==> config.mk <==
export PLATFORM = sky130hd
export DESIGN_NAME = mdu_seq
export DESIGN_NICKNAME = d
export VERILOG_FILES = /design/src/rtl/mdu_pkg.sv /design/src/rtl/mdu_addsub33.sv /design/src/rtl/mdu_seq.sv
export SDC_FILE = /design/constraint.sdc
export NUM_CORES = 1
export LEC_CHECK = 0
export ABC_AREA = 1
export CAP_MARGIN = 20
export CORE_MARGIN = 2
export CORE_UTILIZATION = 30
export CTS_BUF_LIST = sky130_fd_sc_hd__clkbuf_8
export DETAILED_ROUTE_END_ITERATION = 6
export HOLD_SLACK_MARGIN = 0.08
export SYNTH_ARGS = -nofsm -noshare
export SYNTH_HDL_FRONTEND = slang
export SYNTH_SLANG_ARGS = --single-unit
==> constraint.sdc <==
create_clock -name i_clk -period 2.47 [get_ports i_clk]
set_input_delay 0.741 -clock i_clk [delete_from_list [all_inputs] [get_ports i_clk]]
set_output_delay 0.741 -clock i_clk [all_outputs]
set_load 0.05 [all_outputs]
==> src/rtl/mdu_pkg.sv <==
// Shared encodings, FSM states and constants for the sequential multiply/divide unit.
package mdu_pkg;

  localparam int          MDU_ITER     = 32;
  localparam logic [31:0] MDU_INT_MIN  = 32'h8000_0000;
  localparam logic [31:0] MDU_ALL_ONES = 32'hFFFF_FFFF;

  typedef enum logic [2:0] {
    OP_MUL    = 3'b000,
    OP_MULH   = 3'b001,
    OP_MULHSU = 3'b010,
    OP_MULHU  = 3'b011,
    OP_DIV    = 3'b100,
    OP_DIVU   = 3'b101,
    OP_REM    = 3'b110,
    OP_REMU   = 3'b111
  } mdu_op_e;

  typedef enum logic [1:0] {
    ST_IDLE,
    ST_CALC,
    ST_FIX,
    ST_DONE
  } mdu_state_e;

  function automatic logic op1_signed(input mdu_op_e op);
    return op inside {OP_MUL, OP_MULH, OP_MULHSU, OP_DIV, OP_REM};
  endfunction

  function automatic logic op2_signed(input mdu_op_e op);
    return op inside {OP_MUL, OP_MULH, OP_DIV, OP_REM};
  endfunction

  function automatic logic is_div(input mdu_op_e op);
    return op[2];
  endfunction

endpackage

==> src/rtl/mdu_addsub33.sv <==
// 33-bit adder/subtractor shared by the multiply and divide iterations.
module mdu_addsub33 (
  input  logic [32:0] i_a,
  input  logic [32:0] i_b,
  input  logic        i_sub,
  input  logic        i_cin,
  output logic [32:0] o_sum
);

  assign o_sum = i_a + (i_b ^ {33{i_sub}}) + {32'b0, i_cin};

endmodule

==> src/rtl/mdu_seq.sv <==
// Sequential RV32M multiply/divide unit: 32-step shift-add multiply, 32-step restoring divide.
// Define MDU_DIV_EN to build the divider; without it DIV/DIVU/REM/REMU finish at once with 0.
module mdu_seq
  import mdu_pkg::*;
#(
  parameter int DATA_W = 32
) (
  input  logic              i_clk,
  input  logic              i_rst_n,
  input  logic              i_Valid_1,
  output logic              o_Ready_1,
  input  logic [2:0]        i_MDUOp_3,
  input  logic [DATA_W-1:0] i_Operand1_32,
  input  logic [DATA_W-1:0] i_Operand2_32,
  input  logic              i_Flush_1,
  output logic              o_Busy_1,
  output logic              o_Done_1,
  output logic [DATA_W-1:0] o_Result_32
);

  mdu_state_e  state_q, state_d;
  logic [5:0]  cnt_q, cnt_d;
  mdu_op_e     op_q, op_d;
  logic [31:0] a_q, a_d;
  logic [63:0] prod_q, prod_d;
  logic        neg_q, neg_d;
`ifdef MDU_DIV_EN
  logic        rneg_q, rneg_d;
`endif
  logic [31:0] result_q, result_d;
  logic        done_q, done_d;

  mdu_op_e     in_op;
  logic        s1, s2;
  logic [31:0] mag1, mag2;
  logic        accept;
  logic        fast;
  logic [31:0] fast_result;
  logic [32:0] add_a, add_b, add_sum;
  logic        add_sub;
  logic [63:0] prod_fix;
  logic [31:0] fix_result;

  assign in_op  = mdu_op_e'(i_MDUOp_3);
  assign accept = i_Valid_1 & (state_q == ST_IDLE) & ~i_Flush_1;
  assign s1     = op1_signed(in_op) & i_Operand1_32[31];
  assign s2     = op2_signed(in_op) & i_Operand2_32[31];
  assign mag1   = s1 ? -i_Operand1_32 : i_Operand1_32;
  assign mag2   = s2 ? -i_Operand2_32 : i_Operand2_32;

  // Divide-by-zero and signed overflow bypass the iterations entirely.
  always_comb begin
    fast        = 1'b0;
    fast_result = '0;
`ifdef MDU_DIV_EN
    if (is_div(in_op)) begin
      if (i_Operand2_32 == '0) begin
        fast        = 1'b1;
        fast_result = in_op[1] ? i_Operand1_32 : MDU_ALL_ONES;
      end else if (op1_signed(in_op) && i_Operand1_32 == MDU_INT_MIN &&
                   i_Operand2_32 == MDU_ALL_ONES) begin
        fast        = 1'b1;
        fast_result = in_op[1] ? 32'd0 : MDU_INT_MIN;
      end
    end
`else
    fast = is_div(in_op);
`endif
  end

  // prod_q holds {hi, multiplier} while multiplying and {remainder, quotient} while dividing.
  always_comb begin
    add_a   = {1'b0, prod_q[63:32]};
    add_b   = prod_q[0] ? {1'b0, a_q} : 33'd0;
    add_sub = 1'b0;
`ifdef MDU_DIV_EN
    if (is_div(op_q)) begin
      add_a   = prod_q[63:31];
      add_b   = {1'b0, a_q};
      add_sub = 1'b1;
    end
`endif
  end

  mdu_addsub33 u_addsub (
    .i_a   (add_a),
    .i_b   (add_b),
    .i_sub (add_sub),
    .i_cin (add_sub),
    .o_sum (add_sum)
  );

  always_comb begin
    prod_fix   = neg_q ? -prod_q : prod_q;
    fix_result = (op_q == OP_MUL) ? prod_fix[31:0] : prod_fix[63:32];
`ifdef MDU_DIV_EN
    if (is_div(op_q)) begin
      if (op_q[1]) fix_result = rneg_q ? -prod_q[63:32] : prod_q[63:32];
      else         fix_result = neg_q  ? -prod_q[31:0]  : prod_q[31:0];
    end
`endif
  end

  always_comb begin
    // NOTE: every _d takes its hold value first, so no path through the case infers a latch.
    state_d  = state_q;
    cnt_d    = cnt_q;
    op_d     = op_q;
    a_d      = a_q;
    prod_d   = prod_q;
    neg_d    = neg_q;
`ifdef MDU_DIV_EN
    rneg_d   = rneg_q;
`endif
    result_d = result_q;
    done_d   = 1'b0;

    case (state_q)
      ST_IDLE: begin
        if (accept) begin
          op_d   = in_op;
          cnt_d  = '0;
          a_d    = mag2;
          prod_d = {32'd0, mag1};
          neg_d  = s1 ^ s2;
`ifdef MDU_DIV_EN
          rneg_d = s1;
`endif
          if (fast) begin
            state_d  = ST_DONE;
            done_d   = 1'b1;
            result_d = fast_result;
          end else begin
            state_d  = ST_CALC;
          end
        end
      end
      ST_CALC: begin
        cnt_d  = cnt_q + 6'd1;
        prod_d = {add_sum, prod_q[31:1]};
`ifdef MDU_DIV_EN
        // A negative trial difference means the divisor did not fit: keep the shifted remainder.
        if (is_div(op_q)) begin
          prod_d = add_sum[32] ? {prod_q[62:0], 1'b0}
                               : {add_sum[31:0], prod_q[30:0], 1'b1};
        end
`endif
        if (cnt_q == 6'(MDU_ITER - 1)) state_d = ST_FIX;
      end
      ST_FIX: begin
        state_d  = ST_DONE;
        done_d   = 1'b1;
        result_d = fix_result;
      end
      ST_DONE: state_d = ST_IDLE;
      default: state_d = ST_IDLE;
    endcase

    if (i_Flush_1) begin
      state_d  = ST_IDLE;
      done_d   = 1'b0;
      result_d = result_q;
    end
  end

  always_ff @(posedge i_clk) begin
    if (!i_rst_n) begin
      // NOTE: datapath registers are cleared along with the FSM so nothing stale survives reset.
      state_q  <= ST_IDLE;
      cnt_q    <= '0;
      op_q     <= OP_MUL;
      a_q      <= '0;
      prod_q   <= '0;
      neg_q    <= 1'b0;
`ifdef MDU_DIV_EN
      rneg_q   <= 1'b0;
`endif
      result_q <= '0;
      done_q   <= 1'b0;
    end else begin
      // NOTE: non-blocking assignments make every flop sample its _d on the same edge.
      state_q  <= state_d;
      cnt_q    <= cnt_d;
      op_q     <= op_d;
      a_q      <= a_d;
      prod_q   <= prod_d;
      neg_q    <= neg_d;
`ifdef MDU_DIV_EN
      rneg_q   <= rneg_d;
`endif
      result_q <= result_d;
      done_q   <= done_d;
    end
  end

  assign o_Ready_1   = (state_q == ST_IDLE);
  assign o_Busy_1    = accept | (state_q == ST_CALC) | (state_q == ST_FIX);
  assign o_Done_1    = done_q;
  assign o_Result_32 = result_q;

endmodule
==> results of run 1 <==
-- state kept, by name, indices dropped and copies added (netlist names) --
signal	count
a_q	32
cnt_q	6
neg_q	1
o_Done_1	1
o_Result_32	32
op_q	3
prod_q	64
state_q	2
-- report_power, final --
group	internal, mW	switching [mW]	total [mW]	leakage, nW
Combinational	0.768	1.27	2.04	5.95
Sequential	2.37	0.113	2.48	1.15
Clock	1.14	0.984	2.13	0.223
Total	4.28	2.37	6.65	7.32
-- through the flow --
stage	cells	hold slack [ns]	cell area (sq um)	setup TNS (ns)
6_report	2832	0.466	15000	0
5_1_grt	2832	0.485	15000	-0.143
3_5_place_dp	2801	0.458	14500	-11.03
2_1_floorplan	2098	0.446	11800	0
4_1_cts	2832	0.469	14900	0
3_3_place_gp	2801	0.455	14500	-7.20
-- cells by family (layout without fill, tap and decap cells) --
kind of cell,Yosys count,count (layout),share of synthesized area
AO/OA/AOI/OAI,364,364,0.167
adder cells (fa/ha/maj),40,40,0.0431
XOR/XNOR,36,36,0.0267
AND/OR/NAND/NOR,1178,1178,0.412
buffers and inverters,339,555,0.112
flip-flops,141,141,0.239
-- worst register-to-register path: cells and delay by family, from the launching register on --
kind / cells / cell delay [ns]
adder cells (fa/ha/maj): 1 / 0.36
AO/OA/AOI/OAI: 3 / 0.57
flip-flops: 1 / 0.38
buffers and inverters: 4 / 0.44
AND/OR/NAND/NOR: 6 / 0.56
-- routing by layer --
layer  global-route usage  vias up
met5                    0        -
met3               0.0310       73
met2                0.359      366
li1                     -     7175
met1                0.272     6350
met4               0.0748        0
-- synth_stat cells (3+ instances only) --
| library cell | count | area [sq um] |
|---|---|---|
| nor2_1 | 269 | 1010 |
| or2_2 | 8 | 50.1 |
| nand4_1 | 22 | 138 |
| nand2_2 | 4 | 25.0 |
| a21oi_1 | 180 | 901 |
| buf_1 | 4 | 15.0 |
| xnor2_1 | 3 | 26.3 |
| nand3_1 | 190 | 951 |
| inv_1 | 265 | 995 |
| o22ai_1 | 3 | 18.8 |
| o21ai_0 | 113 | 566 |
| o21bai_1 | 7 | 52.6 |
| dfxtp_1 | 141 | 2820 |
| nand3b_1 | 13 | 97.6 |
| o221ai_1 | 5 | 43.8 |
| buf_2 | 15 | 75.1 |
| inv_2 | 6 | 22.5 |
| a211oi_1 | 3 | 22.5 |
| clkbuf_1 | 42 | 158 |
| o21a_1 | 3 | 22.5 |
| ha_1 | 39 | 488 |
| o21ai_2 | 3 | 26.3 |
| nand2_1 | 643 | 2410 |
| o211ai_1 | 12 | 90.1 |
| o21ai_1 | 7 | 35.0 |
| a31oi_1 | 18 | 113 |
| xor2_1 | 33 | 289 |
| nor3_1 | 19 | 95.1 |
| buf_4 | 5 | 37.5 |
-- final cells by class --
cell class,instances,share of cell area
clock inverter,12,0.0113
sequential,141,0.189
inverter,272,0.0682
multi-input combinational,1618,0.516
tap,518,0.0433
clock buffer,19,0.0175
timing repair buffer,252,0.155
-- path summary, 6_finish.rpt --
kind,startpoint,cells past startpoint,endpoint
max,prod_q[0],14,prod_q[57]
min,o_Result_32[6],2,o_Result_32[6]
max reg2reg,prod_q[0],14,prod_q[57]
min reg2reg,o_Result_32[6],2,o_Result_32[6]
-- timing repair --
action	CTS	global route
resized for setup	2	20
setup endpoints to repair	3	23
pin swaps	0	0
==> flow_summary_export.csv, run 1 <==
group,metric,value,unit
status,status,"completed",
timing,skew,0.0186,ns
clock_network,cts_root_buffer,"clkbuf_8",
layout,n_antenna_cell,0,
route,route.met3.wl,2130,um
placed_design,routabilityCongestion,0.958,
yosys,synth_flop_cell,"dfxtp_1",
layout,nets,2413,
job,maxCapViolCount,0,
clock_network,post_cts_buffers,0,
yosys,synth_seq_cells,141,
yosys,async_flop_share,0,
placed_design,hpwl,35300,um
layout,layout_common_cells,"637 x nand2_1, 265 x nor2_1, 264 x inv_1, 189 x nand3_1, 177 x a21oi_1",
layout,drive_above_1_share,0.0985,
grt,grt_usage,0.211,
route,dr_wl_met2,20100,um
setup_path,crit_family,"compound AO/OA/AOI/OAI gates",
yosys,synthCells,2098,
timing,period_needed,2.43,ns
timing,fmax,412,MHz
route,wl,43400,um
timing,setup_violations,0,
floorplan,start_util,0.305,
route,top_layer,"met4",
floorplan,ios,106,
power_and_ir_drop,powerDensity,444,nW/um^2
timing,relSlewSlack,0.586,
setup_path,crit_buf_inv,4,
timing,rsz0062_at_grt,"true",
power_and_ir_drop,p_leak,7.32,nW
setup_path,start_kind,"flip-flop",
setup_path,r2r_slack,0.04,ns
timing,final_max_slew_viol_count,0,
route,dr.pass1.iters,7,
layout,multi_input_area,7720,sq um
layout,layout-area-overhead-vs-synth,26.8,%
placed_design,pre_cts_ws,-0.305,ns
route,viasPerCell,4.93,
floorplan,die_y,202,um
yosys,synth-seq-area-share,0.239,
layout,fillers,4302,
floorplan,die_w,202,um
power_and_ir_drop,power,6.65,mW
route,drc_errors,0,
clock_network,clock_path_buffers,2,
placed_design,port_buffers,105,
layout,final_util,0.386,
clock_network,numCtsBuffers,17,
yosys,syn_area,11800,sq um
timing,fin_crit_sh,0.983,
power_and_ir_drop,vdd_drop_max,0.314,mV
route,drt_iter0_drc,834,
layout,final_common_cell,"nand2_1",
setup_path,cp_max_fo,28,
clock_network,htreeDepth,4,
clock_network,path_clk_slew,0.09,ns
floorplan,coreArea,38700,sq um
hold_path,hold_path_class,"reg -> reg",
yosys,synth_edf_count,0,
setup_path,end_kind,"flip-flop",
yosys,ys_warn_count,0,
floorplan,rows,72,
setup_path,slowest_stage,"o21ai_0",
clock_network,cts_tree,"yes",
route,post_drt_wl_per_cell,15.3,um
route,wl_met1,19800,um
timing,fin_ws,0.0425,ns
setup_path,cpMostUsedCell,"nand2_1",
yosys,postSynthAreaPerCell,5.62,sq um
yosys,syn_nets,2209,
grt,grt_pass1_wl,69100,um
setup_path,path_cells,"buf_12 > buf_4 > nand2_1 > inv_1 > ha_1 > nand2_1 > o21ai_0 > inv_1 > nand2_1 > a21oi_1 > nand2_1 > nand2_1 > nand3_1 > a21oi_1",
floorplan,dieArea,40900,sq um
yosys,yosysUniqueCellTypes,45,
route,drtAntennaViolNets,0,
layout,seq_area,2830,sq um
grt,grt_start_max_net_pins,59,
clock_network,cts.sinks,141,
timing,final_hold_viol_count,0,
clock_network,ctsHoldBuffers,0,
grt,first_global_vias,13400,
setup_path,worstPathArrival,2.80,ns
setup_path,max_stage_delay,0.40,ns
timing,tightest_slew,0.620,ns
clock_network,clock_latency,0.48,ns
setup_path,crit_type,"reg -> reg",
route,vias,14000,
grt,grt_antenna_before_repair,0,
grt,grt-ovfl-total,0,
setup_path,cp_data_required_time,2.84,ns
Power figures use the tool's default switching activity.
==> inputs of run 2 (changes only) <==
CORE_MARGIN = unset   (was 2)
==> run 2 against run 1 <==
  * The flow now finishes with violations (DRC)
  * First-iteration DRC count is 6.1% lower
  * Via count is 0.92% lower
  * Power is 4.1% lower
==> flow_summary_export.csv, run 2 (synthesis results as in run 1) <==
group,metric,value,unit
status,status,"finished with violations",
status,violations,"DRC",
power_and_ir_drop,netSwitchingFraction,0.371,
power_and_ir_drop,power_frac_seq,0.390,
layout,final_common_cell,"nand2_1",
layout,drive_above_1_share,0.0971,
timing,whs,0.467,ns
layout,nets,2406,
placed_design,hpwl,35000,um
timing,relSlewSlack,0.583,
placed_design,dpl_cell_area,14400,sq um
route,viasPerCell,4.90,
placed_design,routabilityCongestion,0.967,
power_and_ir_drop,p_leak,7.21,nW
setup_path,slowest_stage,"clkdlybuf4s50_1",
clock_network,htreeDepth,4,
job,maxCapViolCount,0,
setup_path,cp_data_required_time,1.73,ns
power_and_ir_drop,power,6.38,mW
floorplan,dieArea,40100,sq um
clock_network,clock_path_buffers,2,
placed_design,pre_cts_ws,-0.299,ns
grt,grt_antenna_before_repair,0,
setup_path,end_kind,"output port",
route,drt_iter0_drc,783,
setup_path,crit_family,"buffers and inverters",
clock_network,ctsHoldBuffers,0,
clock_network,clock_latency,0.48,ns
floorplan,ios,106,
floorplan,die_y,200,um
floorplan,rows,72,
layout,final_util,0.383,
timing,skew,0.0163,ns
route,dr.pass1.iters,7,
timing,tns,0,ns
clock_network,numCtsBuffers,17,
timing,fmax,412,MHz
clock_network,cts_root_buffer,"clkbuf_8",
timing,setup_violations,0,
timing,final_hold_viol_count,0,
layout,largest_register_ffs,64,
power_and_ir_drop,p_int,4.01,mW
setup_path,worstPathArrival,1.68,ns
grt,first_global_vias,13200,
setup_path,path_cells,"clkdlybuf4s50_1",
route,drtAntennaViolNets,0,
clock_network,cts_tree,"yes",
setup_path,max_stage_delay,0.82,ns
placed_design,dp_cells,2794,
layout,layout-area-overhead-vs-synth,25.6,%
power_and_ir_drop,pwr-share-comb,0.317,
grt,grt-ovfl-total,0,
timing,period_needed,2.43,ns
grt,grt_pass1_wl,69000,um
placed_design,port_buffers,105,
floorplan,coreArea,38700,sq um
setup_path,cp_max_fo,2,
floorplan,start_util,0.305,
layout,fillers,4348,
route,post_drt_wl_per_cell,15.1,um
power_and_ir_drop,vdd_drop_max,0.312,mV
power_and_ir_drop,powerDensity,430,nW/um^2
timing,tightest_slew,0.625,ns
route,wl,42700,um
timing,final_max_slew_viol_count,0,
floorplan,die_w,200,um
grt,grt_usage,0.213,
clock_network,cts.sinks,141,
power_and_ir_drop,p_clk_frac,0.293,
setup_path,start_kind,"flip-flop",
route,vias,13800,
layout,n_antenna_cell,0,
timing,fin_crit_sh,0.982,
layout,fin_area,14800,sq um
setup_path,crit_buf_inv,1,
layout,layoutNonFillerInstCount,2826,
layout,largest-register,"prod_q",
layout,layout_common_cells,"637 x nand2_1, 265 x nor2_1, 264 x inv_1, 189 x nand3_1, 177 x a21oi_1",
grt,grt_start_max_net_pins,59,
clock_network,path_clk_slew,0.08,ns
timing,fin_ws,0.0449,ns
setup_path,crit_type,"reg -> out",
route,drc_errors,6,
power_and_ir_drop,p_switching,2.37,mW
hold_path,hold_path_class,"reg -> reg",
[run 2: power by group through the flow]
stage | Sequential [mW] | Clock (mW) | Combinational, mW
after floorplan | 2.50 | 0 | 1.24
after global placement | 2.54 | 0 | 1.98
after detailed placement | 2.54 | 0 | 1.99
after CTS | 2.49 | 1.92 | 2.00
after global routing | 2.50 | 2.01 | 2.25
final | 2.49 | 1.87 | 2.02
[run 2: cell type report]
cell class                 count  area (sq um)  area share
clock buffer                  17           234      0.0158
clock inverter                15           149      0.0100
timing repair buffer         245          2210       0.149
inverter                     272          1020      0.0689
tap                          518           648      0.0437
multi-input combinational   1618          7730       0.521
sequential                   141          2830       0.191
[run 2: timing repair]
action / in CTS / in global routing
hold endpoints to repair: 0 / 0
gates resized for setup: 3 / 20
buffers inserted: 0 / 0
endpoints found under the setup margin: 2 / 22
[run 2: worst paths after layout]
path,startpoint,endpoint,slack [ns],cells past startpoint
worst min register to register,o_Result_32[15],o_Result_32[15],0.47,2
worst min-delay path,o_Result_32[15],o_Result_32[15],0.47,2
worst max-delay path,o_Result_32[0],o_Result_32[0],0.04,1
worst max register to register,prod_q[0],prod_q[58],0.14,12
[run 2: layer usage]
layer  global-route usage  routed length, um  vias to the layer above
met5                    0                  0                        -
met3               0.0238               1670                       42
met2                0.370              20400                      301
met1                0.279              20000                     6322
met4               0.0540                733                        0
li1                     -                  -                     7171
==> inputs of run 3 (changes only) <==
CORE_MARGIN = 5   (was unset)
SETUP_SLACK_MARGIN = 0.2   (was unset)
==> run 3 against run 2 <==
  * The run now ends clean
  * Non-clock buffer count rose by 25
  * Worst hold slack got worse by 0.0032 ns
  * Via count rose by 2.1%
  * Critical path depth rose by 12
  * Die area rose by 8.1%
  * Sequential power barely moved
  * Flip-flop and latch count did not move
  * Clock-buffer cell count did not move
  * Clock power barely moved
  * Final cell count rose by 0.88%
  * Wire length rose by 5.0%
  * Clock skew rose by 0.0045 ns
  * Highest routed layer unchanged
==> flow_summary_export.csv, run 3 (synthesis results as in run 1) <==
group,metric,value,unit
status,status,"completed",
setup_path,crit_type,"reg -> reg",
timing,tightest_slew,0.534,ns
setup_path,path_cells,"buf_12 > nand2_1 > inv_1 > ha_2 > nand2_1 > nand2_1 > a21oi_1 > nand2_2 > nand3_1 > nand2_2 > a21oi_1 > o21ai_0 > a21oi_1",
layout,fin_area,15400,sq um
power_and_ir_drop,powerDensity,424,nW/um^2
setup_path,slowest_stage,"dfxtp_4",
hold_path,hold_path_class,"reg -> reg",
floorplan,die_y,208,um
power_and_ir_drop,power_frac_seq,0.383,
clock_network,numCtsBuffers,17,
grt,grt-ovfl-total,0,
power_and_ir_drop,pwr-share-comb,0.328,
floorplan,ios,106,
grt,grt_usage,0.200,
job,maxCapViolCount,0,
route,drt_iter0_drc,875,
timing,fmax,453,MHz
setup_path,cp_max_fo,16,
clock_network,ctsHoldBuffers,0,
clock_network,cts_tree,"yes",
grt,grt_start_max_net_pins,52,
floorplan,coreArea,38700,sq um
clock_network,clock_path_buffers,2,
route,post_drt_wl_per_cell,15.7,um
clock_network,clock_latency,0.48,ns
clock_network,cts_root_buffer,"clkbuf_8",
placed_design,hpwl,36100,um
layout,nets,2431,
grt,grt_antenna_before_repair,0,
floorplan,die_w,208,um
floorplan,dieArea,43400,sq um
setup_path,r2r_slack,0.26,ns
route,dr.pass1.iters,7,
timing,final_hold_viol_count,0,
route,drtAntennaViolNets,0,
hold_path,hold_path_end,"o_Result_32[6]",
setup_path,reg2reg_from,"prod_q[0]",
power_and_ir_drop,p_int,3.98,mW
route,vias,14100,
power_and_ir_drop,p_leak,7.51,nW
power_and_ir_drop,p_clk_frac,0.288,
layout,drive_above_1_share,0.139,
setup_path,max_stage_delay,0.43,ns
layout,largest-register,"prod_q",
timing,relSlewSlack,0.640,
hold_path,whs_path_depth,2,
setup_path,start_kind,"flip-flop",
layout,final_common_cell,"nand2_1",
setup_path,r2r-end,"prod_q[46]",
timing,final_max_slew_viol_count,0,
power_and_ir_drop,netSwitchingFraction,0.388,
floorplan,rows,72,
grt,grt_pass1_wl,70900,um
placed_design,port_buffers,105,
setup_path,worstPathArrival,2.63,ns
layout,largest_register_ffs,64,
timing,setup_violations,0,
layout,multi_input_area,8090,sq um
clock_network,cts.sinks,141,
floorplan,start_util,0.305,
layout,n_antenna_cell,0,
setup_path,r2r_cells,13,
clock_network,path_clk_slew,0.10,ns
placed_design,dp_cells,2807,
timing,rsz0062_at_grt,"true",
layout,fillers,4345,
clock_network,htreeDepth,4,
setup_path,crit_family,"compound AO/OA/AOI/OAI gates",
timing,skew,0.0208,ns
setup_path,cp_data_required_time,2.89,ns
power_and_ir_drop,vdd_drop_max,0.308,mV
timing,fin_crit_sh,0.893,
route,viasPerCell,4.96,
route,wl,44900,um
timing,period_needed,2.21,ns
grt,first_global_vias,13700,
placed_design,routabilityCongestion,0.951,
layout,layoutNonFillerInstCount,2851,
layout,layout_common_cells,"619 x nand2_1, 259 x inv_1, 255 x nor2_1, 182 x nand3_1, 162 x a21oi_1",
hold_path,min-delay-start,"o_Result_32[6]",
setup_path,crit_buf_inv,2,
setup_path,end_kind,"flip-flop",
placed_design,dpl_cell_area,14500,sq um
route,drc_errors,0,
layout,layout-area-overhead-vs-synth,30.1,%
power_and_ir_drop,p_switching,2.52,mW
layout,seq_area,2830,sq um
## run 3: metal layers
metal  vias to the layer above  wire length [um]  global-route usage
li1                       7240                 -                   -
met1                      6497             19900               0.258
met2                       334             21800               0.348
met3                        60              2040              0.0283
met4                         0              1130              0.0569
met5                         -                 0                   0
## run 3: how the worst max path moves through the flow
stage | startpoint | end | depth (start not counted)
2_1_floorplan | prod_q[0] | prod_q[59] | 19
3_3_place_gp | i_Operand1_32[0] | prod_q[26] | 12
3_5_place_dp | i_Operand1_32[0] | prod_q[26] | 12
4_1_cts | o_Result_32[24] | o_Result_32[24] | 1
5_1_grt | prod_q[0] | prod_q[46] | 13
6_report | prod_q[0] | prod_q[46] | 13
## run 3: area by class of cell
type	count	share of cell area
Sequential cell	141	0.184
Clock buffer	17	0.0152
Timing Repair Buffer	270	0.155
Multi-Input combinational cell	1618	0.527
Inverter	272	0.0667
Clock inverter	15	0.00913
Tap cell	518	0.0422
## run 3: power by group through the flow
stage	registers, mW	clock network (mW)	logic [mW]
floorplan	2.50	0	1.24
global placement	2.54	0	2.05
detailed placement	2.54	0	2.06
CTS	2.49	1.93	2.08
global route	2.51	2.03	2.36
finish	2.49	1.88	2.14
## run 3: through the flow
| stage | util | power, mW | setup WS [ns] | setup TNS [ns] | hold WS (ns) |
|---|---|---|---|---|---|
| after global routing | 0.396 | 6.90 | 0.0796 | 0 | 0.483 |
| final | 0.396 | 6.51 | 0.264 | 0 | 0.464 |
| after floorplan | - | 3.74 | 0.256 | 0 | 0.446 |
| after CTS | 0.384 | 6.49 | 0.191 | 0 | 0.466 |
| after detailed placement | 0.374 | 4.60 | -0.249 | -9.29 | 0.456 |
| after global placement | 0.374 | 4.59 | -0.249 | -6.95 | 0.455 |
## run 3: what timing repair did
action / CTS / global route
setup buffers: 3 / 8
pin swaps: 1 / 12
resized for setup: 53 / 103
endpoints found under the setup margin: 55 / 58
gates cloned: 0 / 1
## run 3: worst reg2reg max path: stages (launching register included)
cell and delay (ns):
dfxtp_4 0.43, buf_12 0.17, nand2_1 0.06, inv_1 0.08, ha_2 0.32, nand2_1 0.10, nand2_1 0.07, a21oi_1 0.16
nand2_2 0.10, nand3_1 0.09, nand2_2 0.11, a21oi_1 0.18, o21ai_0 0.13, a21oi_1 0.14
